### src/rtl/adder_bist.sv
`default_nettype none
// ----------------------------------------------------------------------------
// adder_bist: walks N_VECTORS operand pairs through an external adder and
// tallies mismatches.                                           Rev 1.0
// ----------------------------------------------------------------------------
module adder_bist #(
  parameter int                WIDTH         = 12,
  parameter int                N_VECTORS     = 256,
  parameter int                SETTLE_CYCLES = 2,
  parameter logic [WIDTH-1:0]  B_OFFSET      = WIDTH'(1)
) (
  input  logic             clk,
  input  logic             rst_n,
  input  logic             start,
  output logic [WIDTH-1:0] op_a,
  output logic [WIDTH-1:0] op_b,
  input  logic [WIDTH-1:0] op_c,
  output logic             busy,
  output logic             done,
  output logic             pass,
  output logic [7:0]       err_count,
  output logic [11:0]      first_fail_idx
);

  typedef enum logic [1:0] {IDLE = 2'd0, RUN = 2'd1, DONE = 2'd2} state_t;

  localparam logic [12:0] LAST_IDX  = 13'(N_VECTORS - 1);
  localparam logic [3:0]  HOLD_LAST = 4'(SETTLE_CYCLES);
  localparam logic [11:0] NO_FAIL   = 12'hFFF;

  state_t           state_q, state_d;
  logic [12:0]      idx_q, idx_d;
  logic [3:0]       hold_q, hold_d;
  logic [WIDTH-1:0] op_a_q, op_a_d, op_b_q, op_b_d;
  logic [7:0]       err_q, err_d;
  logic [11:0]      ffi_q, ffi_d;
  logic             done_q, done_d, pass_q, pass_d;

  logic [WIDTH-1:0] next_k, expected;
  logic             compare, mismatch;
  logic [7:0]       err_upd;

  always_comb begin
    state_d  = state_q;
    idx_d    = idx_q;
    hold_d   = hold_q;
    op_a_d   = op_a_q;
    op_b_d   = op_b_q;
    err_d    = err_q;
    ffi_d    = ffi_q;
    done_d   = done_q;
    pass_d   = pass_q;
    next_k   = WIDTH'(idx_q + 13'd1);
    expected = op_a_q + op_b_q;
    compare  = (state_q == RUN) && (hold_q == HOLD_LAST);
    mismatch = compare && (op_c != expected);
    err_upd  = (mismatch && (err_q != 8'hFF)) ? err_q + 8'd1 : err_q;

    case (state_q)
      IDLE, DONE: begin
        if (start) begin
          state_d = RUN;
          idx_d   = '0;
          hold_d  = '0;
          op_a_d  = '0;
          op_b_d  = B_OFFSET;
          err_d   = '0;
          ffi_d   = NO_FAIL;
          done_d  = 1'b0;
          pass_d  = 1'b0;
        end
      end
      RUN: begin
        if (!compare) begin
          hold_d = hold_q + 4'd1;
        end else begin
          hold_d = '0;
          err_d  = err_upd;
          if (mismatch && (ffi_q == NO_FAIL)) ffi_d = idx_q[11:0];
          // Last vector: operands stay parked on it while DONE is reported.
          if (idx_q == LAST_IDX) begin
            state_d = DONE;
            done_d  = 1'b1;
            pass_d  = (err_upd == 8'd0);
          end else begin
            idx_d  = idx_q + 13'd1;
            op_a_d = next_k;
            op_b_d = next_k + B_OFFSET;
          end
        end
      end
      default: state_d = IDLE;
    endcase
  end

  always_ff @(posedge clk or negedge rst_n) begin
    if (!rst_n) begin
      state_q <= IDLE;
      idx_q   <= '0;
      hold_q  <= '0;
      op_a_q  <= '0;
      op_b_q  <= '0;
      err_q   <= '0;
      ffi_q   <= NO_FAIL;
      done_q  <= 1'b0;
      pass_q  <= 1'b0;
    end else begin
      state_q <= state_d;
      idx_q   <= idx_d;
      hold_q  <= hold_d;
      op_a_q  <= op_a_d;
      op_b_q  <= op_b_d;
      err_q   <= err_d;
      ffi_q   <= ffi_d;
      done_q  <= done_d;
      pass_q  <= pass_d;
    end
  end

  assign op_a           = op_a_q;
  assign op_b           = op_b_q;
  assign busy           = (state_q == RUN);
  assign done           = done_q;
  assign pass           = pass_q;
  assign err_count      = err_q;
  assign first_fail_idx = ffi_q;

endmodule
`default_nettype wire

### config.mk
export PLATFORM = sky130hd
export DESIGN_NAME = adder_bist
export DESIGN_NICKNAME = d
export VERILOG_FILES = /design/src/rtl/adder_bist.sv
export SDC_FILE = /design/constraint.sdc
export NUM_CORES = 1
export LEC_CHECK = 0
export ABC_AREA = 1
export CAP_MARGIN = 15
export CORE_ASPECT_RATIO = 1.4
export CORE_MARGIN = 2
export CORE_UTILIZATION = 40
export CTS_CLUSTER_DIAMETER = 100
export DETAILED_ROUTE_END_ITERATION = 8
export PLACE_DENSITY = 0.65
export SLEW_MARGIN = 0
export SYNTH_ARGS = -nofsm -noshare
export SYNTH_HDL_FRONTEND = slang
export SYNTH_SLANG_ARGS = --single-unit
### constraint.sdc
create_clock -name clk -period 2.9 [get_ports clk]
set_clock_uncertainty 0.2 [all_clocks]
set_input_delay 0.58 -clock clk [delete_from_list [all_inputs] [get_ports clk]]
set_output_delay 0.58 -clock clk [all_outputs]
set_load 0.05 [all_outputs]
# Word level (Yosys, flattened, before mapping)
# Cells that the tools add are included.
# W data, S select, Z words.
# op_classes
add_sub_neg	5
n_eq_ne	12
mux	34
reduce_logical	14
# op_table
cell	n
$mux W12	9
$pmux W12 S2	3
$mux W13	3
$pmux W13 S2	1
$mux W8	3
$pmux W8 S2	1
$add A13 B1 Y13 const B	1
$eq A13 B8 Y1 const B	1
$add A12 B1 Y12 const B	1
$add A12 B12 Y12	1
$eq A12 B12 Y1 const B	1
$ne A12 B12 Y1	1
$reduce_and A4 Y1	3
$add A8 B1 Y8 const B	1
$logic_not A8 Y1	1
$mux W4	2
$ne A8 B8 Y1 const B	1
$pmux W4 S2	1
$mux W2	3
$ne A2 B1 Y1 const B	3
$reduce_and A3 Y1	2
$mux W1	5
$add A4 B1 Y4 const B	1
$eq A4 B2 Y1 const B	1
other kinds (10)	15
# totals
output_inout_bits	47
wordCells	74
in_bits	15
ff_bits	65

# Depth between registers and ports, before layout
# Gate-level depths: netlist of the first run.
# depth
depth_word	9
ltp_mapped	21
ltp_nobuf	21

# Worst setup path before layout of the first run
# OpenSTA, ideal clock, no wires.
# synth_timing
path_kind	register -> register
start	register op_b_q[0] (netlist: op_b[0])
end	register ffi_q[1] (netlist: first_fail_idx[1])
t_required_ns	2.631
setup_slack_ns	0.034
arrival_time_ns	2.597
path_stages_with_launch	17
setup_ns	0.069
n_path_buf	1
cell_sequence	dfrtp_1 ha_1 fa_1 xnor2_1 nand2_1 nor2_1 nand3_1 nor2_1 nand2_1 nor2_1 nand2_2 nand2_2 nor3_2 o21ai_4 buf_6 nand2_1 o21ai_2
# synth_between
elab_chain_len	6
# synth_lines
item	line	rtl
start: declaration	34	logic [WIDTH-1:0] op_a_q, op_a_d, op_b_q, op_b_d;
start signal: assignment	112	op_b_q <= op_b_d;
$add A12 B12 Y12	54	expected = op_a_q + op_b_q;
$ne A12 B12 Y1	56	mismatch = compare && (op_c != expected);
$logic_and A1 B1 Y1	56	
$logic_and A1 B1 Y1	79	if (mismatch && (ffi_q == NO_FAIL)) ffi_d = idx_q[11:0];
$ne A2 B1 Y1 (no source line)	n/a	
$reduce_and A4 Y1 (no source line)	n/a	
end signal: assignment	114	ffi_q <= ffi_d;
end: declaration	36	logic [11:0] ffi_q, ffi_d;
# Every way passes these cells.
# A chain may end at the register's enable or synchronous reset.

==> impl_metrics.csv, run 1 <==
group,metric,value,unit
status,status,"complete, no violations",
yosys,yosysTopAreaCellShare,0.272,
sta,setup_ws,0.124,ns
clocking,cts_tree,"built",
yosys,ys_async_sr_fraction,1.00,
setup_path,cp_common_cell,"nand2_1",
placed_design,gp_congestion,0.867,
grt,grt_pass1_wl,15600,um
setup_path,startpoint_type,"register",
yosys,synth-edff-count,0,
finish,num-nets-final,612,
yosys,synth-seq-cells,53,
sta,timing.fmax,360,MHz
route,drt_iter0_drc,100,
grt,grt_pass1_vias,3451,
yosys,avgSynthCellArea,7.32,um^2
finish,drive_gt1_frac,0.120,
setup_path,rrSetupSlack,0.12,ns
yosys,synth_area,3770,um^2
sta,final_max_slew_viol_count,0,
setup_path,crit_start,"idx_q[0]$_DFFE_PN0P_",
clocking,cts-root-buf,"clkbuf_16",
power,clockPowerShare,0.117,
clocking,clock-sinks,53,
setup_path,crit_required,2.93,ns
sta,slew_headroom,0.594,
setup_path,rr_endpoint,"first_fail_idx[6]$_DFFE_PN1P_",
route,totalWireLength,9380,um
finish,antenna_cells,0,
power,power_switching_share,0.511,
setup_path,critical_path.endpoint,"first_fail_idx[6]$_DFFE_PN1P_",
route,drc,0,
placed_design,io_buffers,61,
setup_path,crit_cells,16,
grt,groute.usage.overall,0.186,
setup_path,path_cells,"ha_4 > fa_2 > xnor2_1 > nand2_1 > nor2_1 > nand3_1 > nor2_1 > nand2_1 > nor2_2 > nand2_4 > nand2_4 > nor3_2 > o21ai_4 > buf_12 > nand2_1 > o21ai_1",
setup_path,crit_slowest_cell,"fa_2",
route,vias,3458,
die,core_area,9080,um^2
yosys,synth_ff_type,"dfrtp_1",
setup_path,cp_top_family,"simple AND/OR/NAND/NOR gates",
power,p_switching,2.59,mW
setup_path,r2r_cells,16,
die,dieWidth,86.1,um
power,p_leak,2.28,nW
setup_path,slowest_delay,0.53,ns
sta,fin_crit,2.78,ns
die,io_pins,62,
sta,hold_viol_final,0,
clocking,clk_pin_slew,0.07,ns
setup_path,reg2reg_from,"idx_q[0]$_DFFE_PN0P_",
power,power_density,1080,nW/um^2
flow_run,maxCapViolCount,0,
placed_design,dp_hpwl,7370,um
yosys,yosys-top-cells-area,"dfrtp_1 27%, nand2_1 15%, dfstp_2 8.4%, inv_1 7.0%, ha_1 5.3%",
grt,grt_antenna_before_repair,0,
die,die_area,10200,um^2
power,power_frac_comb,0.633,
sta,setup_viol,0,
power,internal_power,2.48,mW
yosys,ys_types,42,
power,peakVddDrop,0.000716,V
route,route.antenna.remaining_nets,0,
die,rows,41,
setup_path,endpoint_kind,"register",
grt,grt-ovfl-total,0,
route,viasPerCell,5.03,
power,pwr-share-seq,0.250,
finish,nFillCells,889,
finish,syn_to_final_growth,24.7,%
grt,grt_max_degree,30,
sta,rsz0062_at_grt,"yes",
setup_path,arrival,2.80,ns
setup_path,worst-path-max-fanout,24,
route,drt-wirelength-per-cell,13.6,um
sta,worstMarginPinSlew,0.608,ns
yosys,syn_inst,515,
clocking,numCtsBuffers,5,
yosys,synth_top_cell_by_area,"dfrtp_1",
route,dr.pass1.iters,4,
setup_path,cp_num_buf_inv,1,
yosys,ys_seq_area_frac,0.356,
min_path,hp-class,"in2async",
die,initial_core_util,0.415,
sta,fin_crit_sh,0.957,
clocking,cts_buffer_depth,2,
clocking,clk_latency,0.30,ns
clocking,cts_max_level,2,
yosys,synth_nets,547,
finish,post-route-util,0.518,
clocking,ctsHoldBuffers,0,
die,fp.dieH,119,um
placed_design,place_ws,0.0802,ns
setup_path,critPathKind,"reg2reg",
yosys,synth_warnings,0,
[Yosys cell counts (3+ instances only)]
master and number:
ha_1 16, nand2_1 147, a21oi_1 7, nor2_1 43, nand3_1 32, dfstp_2 12, nor3_2 3, xnor2_1 9
nor3_1 4, nand4_1 8, o22ai_1 14, nand2_2 4, buf_2 3, inv_1 70, nand3b_1 3, o21ai_2 8
o21ai_1 5, a32o_1 3, or2_2 3, dfrtp_1 41, xor2_1 18, buf_4 13, o21ai_0 22
[final cells by class]
type | count | area (um^2) | share of cell area
clock buffer | 6 | 129 | 0.0274
sequential | 53 | 1340 | 0.285
inverter | 73 | 274 | 0.0582
timing repair buffer | 77 | 751 | 0.160
clock inverter | 2 | 15.0 | 0.00319
tap | 107 | 134 | 0.0284
multi-input combinational | 370 | 2060 | 0.438
[cells by family after synthesis]
| group | Yosys count | share of synthesized area |
|---|---|---|
| flops | 53 | 0.356 |
| xor+xnor | 27 | 0.0627 |
| simple gates | 255 | 0.292 |
| fa+ha+maj | 17 | 0.0584 |
| compound gates | 70 | 0.121 |
| buf+inv | 93 | 0.110 |
[power by group through the flow]
stage	clock network [mW]	registers, mW	logic (mW)
after detailed placement	0	1.27	3.17
final	0.593	1.26	3.21
after floorplan	0	1.70	1.89
after global placement	0	1.27	3.12
after CTS	0.607	1.26	3.19
after global routing	0.631	1.30	3.52
[worst min path at each step]
stage / cells past startpoint / startpoint / slack, ns / endpoint
detailed placement: 2 / done$_DFFE_PN0P_ / 0.27 / done$_DFFE_PN0P_
finish: 1 / rst_n / 0.09 / op_b[9]$_DFFE_PN0P_
CTS: 1 / rst_n / 0.11 / op_b[9]$_DFFE_PN0P_
global placement: 2 / done$_DFFE_PN0P_ / 0.26 / done$_DFFE_PN0P_
global route: 1 / rst_n / 0.14 / op_b[9]$_DFFE_PN0P_
floorplan: 0 / rst_n / 0.08 / done$_DFFE_PN0P_
[metrics by stage]
step	hold WS [ns]	TNS (ns)	cell area, um^2	total power [mW]	instances
after detailed placement	0.268	0	4490	4.44	676
after global placement	0.261	0	4490	4.39	676
after CTS	0.112	0	4640	5.06	684
after global routing	0.139	-0.874	4710	5.46	688
after floorplan	0.0844	0	3770	3.58	515
final	0.0926	0	4710	5.06	688
[cell usage in the layout, fill, tap and decap left out, types with 8 or more instances in the layout]
cell	netlist	routed
nand3_1	32	32
nand4_1	8	8
o21ai_2	8	8
inv_1	70	70
xor2_1	18	18
nand2_1	147	147
xnor2_1	9	9
dfrtp_1	41	41
buf_4	13	14
o21ai_0	22	22
clkdlybuf4s50_1	0	60
dfstp_2	12	12
ha_1	16	15
o22ai_1	14	14
nor2_1	43	41
[timing repair]
item                                   in CTS  in global routing
setup buffers                               0                  3
endpoints found under the hold margin       0                  0
setup endpoints to repair                   0                 21
resized for setup                           0                  8
[layer usage]
layer	wire, um	track usage	up-vias
li1	-	-	1776
met1	3910	0.218	1606
met2	4970	0.344	61
met3	316	0.0284	15
met4	187	0.0546	0
met5	0	0	-
[registers in the layout (all words and copies together) (netlist names)]
name and cells:
idx_q 13, first_fail_idx 12, op_b 12, err_count 8, hold_q 4, state_q 2, done 1, pass 1
No activity file was read; power rests on OpenSTA's default activity.
==> run 2: changes to the inputs <==
- CORE_ASPECT_RATIO: 1.4 -> not set
- RECOVER_POWER: not set -> 25
- SETUP_SLACK_MARGIN: not set -> 0.1
==> impl_metrics.csv, run 2 (synthesized netlist as in run 1, its figures left out) <==
group,metric,value,unit
finish,num-nets-final,624,
die,initial_core_util,0.410,
sta,hold_viol_final,0,
sta,rsz0062_at_grt,"yes",
power,power_density,1020,nW/um^2
power,clockPowerShare,0.092,
grt,groute.usage.overall,0.194,
finish,top_register,"idx_q",
power,p_leak,2.37,nW
finish,syn_to_final_growth,30.3,%
sta,setup_ws,0.0985,ns
finish,antenna_cells,0,
die,rows,35,
power,power_frac_comb,0.655,
grt,grt_max_degree,26,
clocking,clk_pin_slew,0.10,ns
power,internal_power,2.45,mW
route,viasPerCell,4.97,
sta,worstMarginPinSlew,1.42,ns
setup_path,endpoint_kind,"register",
setup_path,startpoint_type,"register",
route,dr.pass1.iters,4,
finish,mostFrequentLayoutCells,"133 x nand2_1, 69 x inv_1, 60 x clkdlybuf4s50_1",
die,core_area,9200,um^2
sta,slew_headroom,0.0548,
placed_design,gp_congestion,0.879,
status,status,"complete, no violations",
route,drc,0,
grt,grt_antenna_before_repair,0,
finish,post-route-util,0.534,
sta,fin_crit,2.80,ns
die,dieWidth,101,um
power,peakVddDrop,0.000371,V
power,p_switching,2.58,mW
clocking,cts_tree,"built",
setup_path,critPathKind,"reg2reg",
setup_path,arrival,2.85,ns
setup_path,crit_required,2.95,ns
placed_design,dp_hpwl,7210,um
route,drt-wirelength-per-cell,13.6,um
sta,timing.fmax,357,MHz
setup_path,worst-path-max-fanout,6,
die,die_area,10200,um^2
finish,largest_reg_flops,13,
clocking,clk_latency,0.31,ns
sta,setup_viol,0,
clocking,clock-sinks,53,
grt,grt_pass1_wl,15900,um
clocking,cts_max_level,2,
grt,grt_pass1_vias,3385,
placed_design,io_buffers,61,
clocking,cts_buffer_depth,2,
clocking,numCtsBuffers,5,
sta,fin_crit_sh,0.966,
route,vias,3502,
finish,final_common_cell,"nand2_1",
min_path,hp-class,"reg2reg",
power,pwr-share-seq,0.253,
power,power_switching_share,0.513,
die,io_pins,62,
grt,grt-ovfl-total,0,
placed_design,place_ws,0.0572,ns
finish,drive_gt1_frac,0.179,
route,drt_iter0_drc,143,
route,route.antenna.remaining_nets,0,
route,totalWireLength,9580,um
sta,final_max_slew_viol_count,0,
die,fp.dieH,101,um
clocking,cts-root-buf,"clkbuf_8",
flow_run,maxCapViolCount,0,
run 2: critical path, stage by stage (launching register included):
cell	delay [ns]
dfrtp_2	0.43
ha_4	0.17
fa_2	0.54
xnor2_2	0.11
nand2_1	0.07
nor2_1	0.10
nand3_1	0.07
nor2_1	0.08
nand2_1	0.07
nor2_2	0.13
nand2_4	0.09
nand2_4	0.08
nor3_4	0.05
o21ai_4	0.20
buf_6	0.13
buf_12	0.12
nand2_2	0.05
o21ai_1	0.07
run 2: path summary, 6_finish.rpt:
kind | from | endpoint | slack (ns) | depth (start not counted)
worst max-delay path | op_b[0]$_DFFE_PN0P_ | first_fail_idx[6]$_DFFE_PN1P_ | 0.1 | 17
worst min-delay path | done$_DFFE_PN0P_ | done$_DFFE_PN0P_ | 0.28 | 2
worst max register to register | op_b[0]$_DFFE_PN0P_ | first_fail_idx[6]$_DFFE_PN1P_ | 0.1 | 17
worst min register to register | done$_DFFE_PN0P_ | done$_DFFE_PN0P_ | 0.28 | 2
max in group asynchronous | rst_n | op_b[5]$_DFFE_PN0P_ | 0.92 | 2
min in group asynchronous | rst_n | idx_q[3]$_DFFE_PN0P_ | 0.38 | 1
run 2: per-stage QoR:
stage	power, mW	cells	TNS (ns)	instance area [um^2]	hold WS [ns]
floorplan	3.58	515	0	3770	0.0844
global placement	4.37	682	0	4500	0.261
detailed placement	4.40	682	0	4500	0.267
CTS	4.94	700	0	4780	0.0777
global route	5.46	704	-0.890	4910	0.302
finish	5.04	704	0	4910	0.280
run 2: metal layers:
metal,track usage,part of all wire,routed length [um],vias to the layer above
li1,-,-,-,1803
met1,0.276,0.48,4620,1616
met2,0.308,0.46,4380,70
met3,0.0243,0.042,402,13
met4,0.0593,0.019,184,0
met5,0,0,0,-
run 2: power by group through the flow:
stage          Clock [mW]  Sequential, mW  Combinational, mW
6_report            0.463            1.27               3.30
3_3_place_gp            0            1.26               3.11
4_1_cts             0.476            1.26               3.20
3_5_place_dp            0            1.27               3.13
2_1_floorplan           0            1.70               1.89
5_1_grt             0.513            1.31               3.64
run 2: repair_timing:
item | in CTS | in global routing
resized for setup | 19 | 23
buffers inserted | 8 | 3
setup endpoints to repair | 13 | 36
cloned | 2 | 1
pin swaps | 0 | 5
hold buffers | 0 | 0
endpoints found under the hold margin | 0 | 0
run 2: area by class of cell:
| class | instances | area, um^2 |
|---|---|---|
| inverter | 73 | 274 |
| multi-input combinational | 369 | 2160 |
| timing repair buffer | 90 | 900 |
| sequential | 53 | 1340 |
| clock buffer | 7 | 97.6 |
| clock inverter | 1 | 5.00 |
| fill | 868 | 4280 |
| tap | 111 | 139 |
==> run 3: changes to the inputs <==
- SETUP_SLACK_MARGIN: 0.1 -> not set
==> impl_metrics.csv, run 3 (synthesized netlist as in run 1, its figures left out) <==
group,metric,value,unit
clocking,cts_buffer_depth,2,
power,peakVddDrop,0.000368,V
grt,grt_pass1_wl,15600,um
die,core_area,9200,um^2
die,initial_core_util,0.410,
die,dieWidth,101,um
power,power_frac_comb,0.655,
power,pwr-share-seq,0.257,
route,top_layer,"met4",
route,dr.pass1.iters,4,
finish,drive_gt1_frac,0.142,
sta,slew_headroom,0.120,
route,totalWireLength,9540,um
die,io_pins,62,
grt,grt_pass1_vias,3289,
route,route.antenna.remaining_nets,0,
grt,grt-ovfl-total,0,
clocking,cts_max_level,2,
route,vias,3459,
sta,rsz0062_at_grt,"yes",
sta,final_max_slew_viol_count,0,
power,internal_power,2.34,mW
flow_run,maxCapViolCount,0,
grt,groute.usage.overall,0.188,
route,dr_wl_met3,400,um
clocking,clk_pin_slew,0.09,ns
die,die_area,10200,um^2
sta,worstMarginPinSlew,1.32,ns
clocking,cts_tree,"built",
sta,tns,-0.00685,ns
setup_path,startpoint_type,"register",
sta,setup_viol,5,
clocking,ctsHoldBuffers,0,
finish,syn_to_final_growth,26.3,%
power,power_switching_share,0.524,
finish,mostFrequentLayoutCells,"141 x nand2_1, 70 x inv_1, 60 x clkdlybuf4s50_1",
setup_path,endpoint_kind,"register",
clocking,clk_latency,0.31,ns
sta,fin_crit,2.90,ns
finish,final_common_cell,"nand2_1",
status,violations,"negative setup slack",
placed_design,dp_hpwl,7100,um
status,status,"complete, but fails checks",
route,drt_iter0_drc,166,
route,wl_met2,4510,um
setup_path,path_cells,"ha_2 > fa_2 > xnor2_1 > nand2_1 > nor2_1 > nand3_1 > nor2_1 > nand2_1 > nor2_2 > nand2_4 > nand2_4 > nor3_4 > o21ai_4 > clkbuf_16 > nand2_1 > o21ai_2",
finish,antenna_cells,0,
setup_path,crit_required,2.94,ns
die,rows,35,
route,drt-wirelength-per-cell,13.7,um
placed_design,io_buffers,61,
setup_path,critPathKind,"reg2reg",
setup_path,cp_top_family,"simple AND/OR/NAND/NOR gates",
clocking,numCtsBuffers,5,
power,power_density,1030,nW/um^2
sta,setup_ws,-0.00361,ns
setup_path,arrival,2.94,ns
route,drc,0,
sta,fin_hold_ws,0.287,ns
setup_path,cp_num_buf_inv,1,
placed_design,gp_congestion,0.878,
power,clockPowerShare,0.088,
route,met1_length,4560,um
setup_path,crit_slowest_cell,"fa_2",
min_path,hp-class,"reg2reg",
setup_path,rrSetupSlack,-0.004,ns
sta,timing.fmax,344,MHz
sta,hold_viol_final,0,
power,p_leak,2.32,nW
grt,grt_max_degree,54,
setup_path,slowest_delay,0.53,ns
grt,grt_antenna_before_repair,0,
setup_path,worst-path-max-fanout,6,
finish,top_register,"idx_q",
power,p_switching,2.57,mW
sta,fin_crit_sh,1.00,
setup_path,cp_common_cell,"nand2_1",
route,viasPerCell,4.98,
clocking,cts-root-buf,"clkbuf_8",
clocking,clock-sinks,53,
finish,largest_reg_flops,13,
die,fp.dieH,101,um
finish,num-nets-final,614,
[run 3: cell count changes in the layout (fill, tap and decap cells not counted), moves of 3 or more]
cell / previous run / this run
ha_4: 3 / 0
nand2_2: 15 / 3
nand2_4: 3 / 7
buf_4: 21 / 14
clkbuf_1: 3 / 0
nand2_1: 133 / 141
[run 3: worst paths after layout]
| check | cells after the start | endpoint | from |
|---|---|---|---|
| worst max register to register | 16 | first_fail_idx[10]$_DFFE_PN1P_ | idx_q[0]$_DFFE_PN0P_ |
| worst min-delay path | 2 | first_fail_idx[0]$_DFFE_PN1P_ | first_fail_idx[0]$_DFFE_PN1P_ |
| max in group asynchronous | 2 | op_b[11]$_DFFE_PN0P_ | rst_n |
| worst min register to register | 2 | first_fail_idx[0]$_DFFE_PN1P_ | first_fail_idx[0]$_DFFE_PN1P_ |
| worst max-delay path | 16 | first_fail_idx[10]$_DFFE_PN1P_ | idx_q[0]$_DFFE_PN0P_ |
| min in group asynchronous | 2 | idx_q[3]$_DFFE_PN0P_ | rst_n |
[run 3: area by class of cell]
cell class / instances / area, um^2
sequential: 53 / 1340
multi-input combinational: 369 / 2120
fill: 898 / 4430
clock buffer: 6 / 82.6
inverter: 73 / 274
clock inverter: 2 / 8.76
timing repair buffer: 80 / 797
tap: 111 / 139
[run 3: power by group through the flow]
stage / Clock [mW] / Combinational [mW] / Sequential (mW)
after floorplan: 0 / 1.89 / 1.70
after global placement: 0 / 3.10 / 1.27
after detailed placement: 0 / 3.14 / 1.27
after CTS: 0.448 / 3.16 / 1.26
after global routing: 0.477 / 3.53 / 1.30
final: 0.430 / 3.22 / 1.26
[run 3: worst reg2reg max path: cells and delay by family (launching register included)]
family	cells	cell delay, ns
AND/OR/NAND/NOR	10	0.88
adder cells (fa/ha/maj)	2	0.74
flip-flops	1	0.40
AO/OA/AOI/OAI	2	0.33
buffers and inverters	1	0.21
XOR/XNOR	1	0.11
[run 3: per-layer routing]
layer  vias to the layer above  track usage
li1                       1772            -
met1                      1613        0.271
met2                        68        0.299
met3                         6       0.0277
met4                         0       0.0447
met5                         -            0
[run 3: through the flow]
stage	cells	setup slack, ns	utilization	area (um^2)	total power [mW]
final	694	-0.00361	0.518	4760	4.91
after global routing	694	-0.144	0.518	4760	5.32
after CTS	687	0.0225	0.497	4570	4.86
after detailed placement	679	0.0509	0.487	4480	4.41
after global placement	679	0.103	0.487	4480	4.36
after floorplan	515	0.0342	-	3770	3.58
[run 3: repair_timing]
| action | 4_1_cts | 5_1_grt |
|---|---|---|
| gates resized for setup | 0 | 26 |
| setup buffers | 0 | 4 |
| setup endpoints to repair | 0 | 21 |
==> RTL edit, RTL diff (flow settings as in run 2) <==
Make the reset (`rst_n`) synchronous in one clocked block.
--- a/src/rtl/adder_bist.sv
+++ b/src/rtl/adder_bist.sv
@@ -95,3 +95,3 @@
 
-  always_ff @(posedge clk or negedge rst_n) begin
+  always_ff @(posedge clk) begin
     if (!rst_n) begin
Behaviour: differs if rst_n is asserted again (counterexample within 4 cycles, from zero or initial values and one cycle with rst_n low); with rst_n held inactive, the same outputs for 10 cycles.
==> RTL edit against run 2 <==
Power down 37%; area after synthesis shrank 1.4%; clock power decreased by 9.7%; routed wire length up 3.1%; sequential cell count unchanged; final area decreased by 4.1%; worst setup slack got worse by 0.077 ns; critical endpoint is now pass; largest cell class unchanged.
==> RTL edit: results <==
<?xml version="1.0" encoding="UTF-8"?>
<metrics>
  <group name="route">
    <metric name="drt-initial-drc-count" unit="">193</metric>
    <metric name="total_routed_length" unit="um">9884</metric>
    <metric name="wire_per_inst" unit="um">13.32</metric>
    <metric name="detailroute.via_count" unit="">3834</metric>
    <metric name="detailedRoute.firstPassIterationCount" unit="">4</metric>
  </group>
  <group name="worst_setup_path">
    <metric name="worst_ep_arrival_time" unit="ns">2.92</metric>
    <metric name="timing.critical_path.fanout_max" unit="">7</metric>
    <metric name="timing.critical_path.slowest_cell_delay" unit="ns">0.55</metric>
    <metric name="timing.critical_path.slowest_stage_cell" unit="">sky130_fd_sc_hd__fa_2</metric>
    <metric name="cp_top_family" unit="">simple AND/OR/NAND/NOR gates</metric>
  </group>
  <group name="yosys">
    <metric name="most_used_flip_flop_cell_after_synthesis" unit="">sky130_fd_sc_hd__dfxtp_1</metric>
    <metric name="asyncSetResetFlopFracSynth" unit="">0</metric>
    <metric name="synth_cell_type_count" unit="">40</metric>
    <metric name="synth_commonest_cells" unit="">157 x sky130_fd_sc_hd__nand2_1, 63 x sky130_fd_sc_hd__inv_1, 53 x sky130_fd_sc_hd__dfxtp_1</metric>
    <metric name="syn_nets" unit="">592</metric>
    <metric name="synth_top_cells_by_area" unit="">sky130_fd_sc_hd__dfxtp_1 29%, sky130_fd_sc_hd__nand2_1 16%, sky130_fd_sc_hd__nand3_1 7.0%</metric>
    <metric name="synth_seq_area_share" unit="">0.2852</metric>
    <metric name="post_synth_inst_count" unit="">560</metric>
  </group>
  <group name="cts">
    <metric name="tritoncts.num_buffers" unit="">5</metric>
    <metric name="clock_tree.buffer_depth" unit="">2</metric>
    <metric name="insertion_delay" unit="ns">0.31</metric>
    <metric name="htreeDepth" unit="">2</metric>
    <metric name="clk_transition_reported_paths" unit="ns">0.10</metric>
  </group>
  <group name="grt">
    <metric name="grt_usage" unit="">0.1872</metric>
    <metric name="global_route_wire_length_before_repair" unit="um">15390</metric>
    <metric name="first_global_vias" unit="">3318</metric>
    <metric name="largest_net_degree_at_the_start_of_global_routing" unit="">23</metric>
  </group>
  <group name="finish">
    <metric name="diodes" unit="">0</metric>
    <metric name="drive_gt1_frac" unit="">0.1252</metric>
    <metric name="largest_register_ff_count" unit="">13</metric>
    <metric name="finalNetCount" unit="">662</metric>
    <metric name="fillers" unit="">913</metric>
  </group>
  <group name="place">
    <metric name="post-place-cells" unit="">726</metric>
    <metric name="buffer_ports.inserted" unit="">61</metric>
    <metric name="gp_congestion" unit="">0.9070</metric>
    <metric name="dpl.hpwl" unit="um">7473</metric>
  </group>
  <group name="power">
    <metric name="peakVddDrop" unit="uV">316.6</metric>
    <metric name="cellLeakagePower" unit="nW">2.007</metric>
  </group>
  <group name="worst_hold_path">
    <metric name="hold_class" unit="">reg -&gt; reg</metric>
  </group>
  <group name="sta">
    <metric name="worst_pin_slew" unit="ns">0.5152</metric>
  </group>
  <group name="run_status">
    <metric name="run_status" unit="">finished clean</metric>
  </group>
</metrics>
[RTL edit: stage by stage]
step	area, sq um	setup TNS (ns)	util	setup WS, ns	power (mW)
global route	4713	-0.7703	0.5174	-0.09369	3.389
CTS	4537	0	0.4981	0.1060	3.061
floorplan	3721	0	-	0.1848	2.179
finish	4713	0	0.5174	0.02181	3.181
global placement	4449	0	0.4885	0.1859	2.624
detailed placement	4449	0	0.4885	0.1271	2.635
[RTL edit: final timing paths]
check / cells after the start / slack (ns) / end / startpoint
worst max-delay path: 17 / 0.02 / pass / idx_q[0]
worst min-delay path: 2 / 0.27 / done / done
worst min register to register: 2 / 0.27 / done / done
worst max register to register: 17 / 0.02 / pass / idx_q[0]
[RTL edit: cells by family (layout without fill, tap and decap cells)]
logic type	Yosys count	after routing	share of synthesized area
AOI/OAI and AO/OA	81	81	0.1335
adders and majority gates	17	17	0.05920
and+or+nand+nor	293	295	0.3542
DFF	53	53	0.2852
xor gates and xnor gates	23	23	0.05415
buffers and inverters	93	162	0.1137
[RTL edit: routing by layer]
layer | track usage | part of all wire | vias up
li1 | - | - | 1950
met1 | 0.2598 | 0.48 | 1765
met2 | 0.3149 | 0.47 | 113
met3 | 0.02437 | 0.044 | 6
met4 | 0.03267 | 0.0072 | 0
met5 | 0 | 0 | -
[RTL edit: final cells by class]
cell class	instances	area share
flip-flops and latches	53	0.2259
clock inverters	2	0.003186
clock buffers	6	0.01540
repair buffers	87	0.1741
well taps	111	0.02947
inverters	67	0.05336
multi-input cells	416	0.4985
[RTL edit: what timing repair did]
| action | CTS | global route |
|---|---|---|
| endpoints found under the setup margin | 0 | 19 |
| hold buffers | 0 | 0 |
| buffers inserted | 0 | 5 |
| gates resized for setup | 0 | 29 |
[RTL edit: report_power, final]
part           internal, mW  leakage [nW]  total (mW)  switching, mW
Combinational         0.609          1.54        1.79           1.18
Sequential            0.864         0.432       0.973          0.110
Clock                 0.171        0.0374       0.418          0.248
[RTL edit: worst register-to-register path, delay by kind of cell (launching register included)]
| kind | cells | cell delay, ns |
|---|---|---|
| compound gates | 1 | 0.13 |
| fa+ha+maj | 2 | 0.71 |
| simple gates | 13 | 1.31 |
| flops | 1 | 0.35 |
| xor+xnor | 1 | 0.12 |
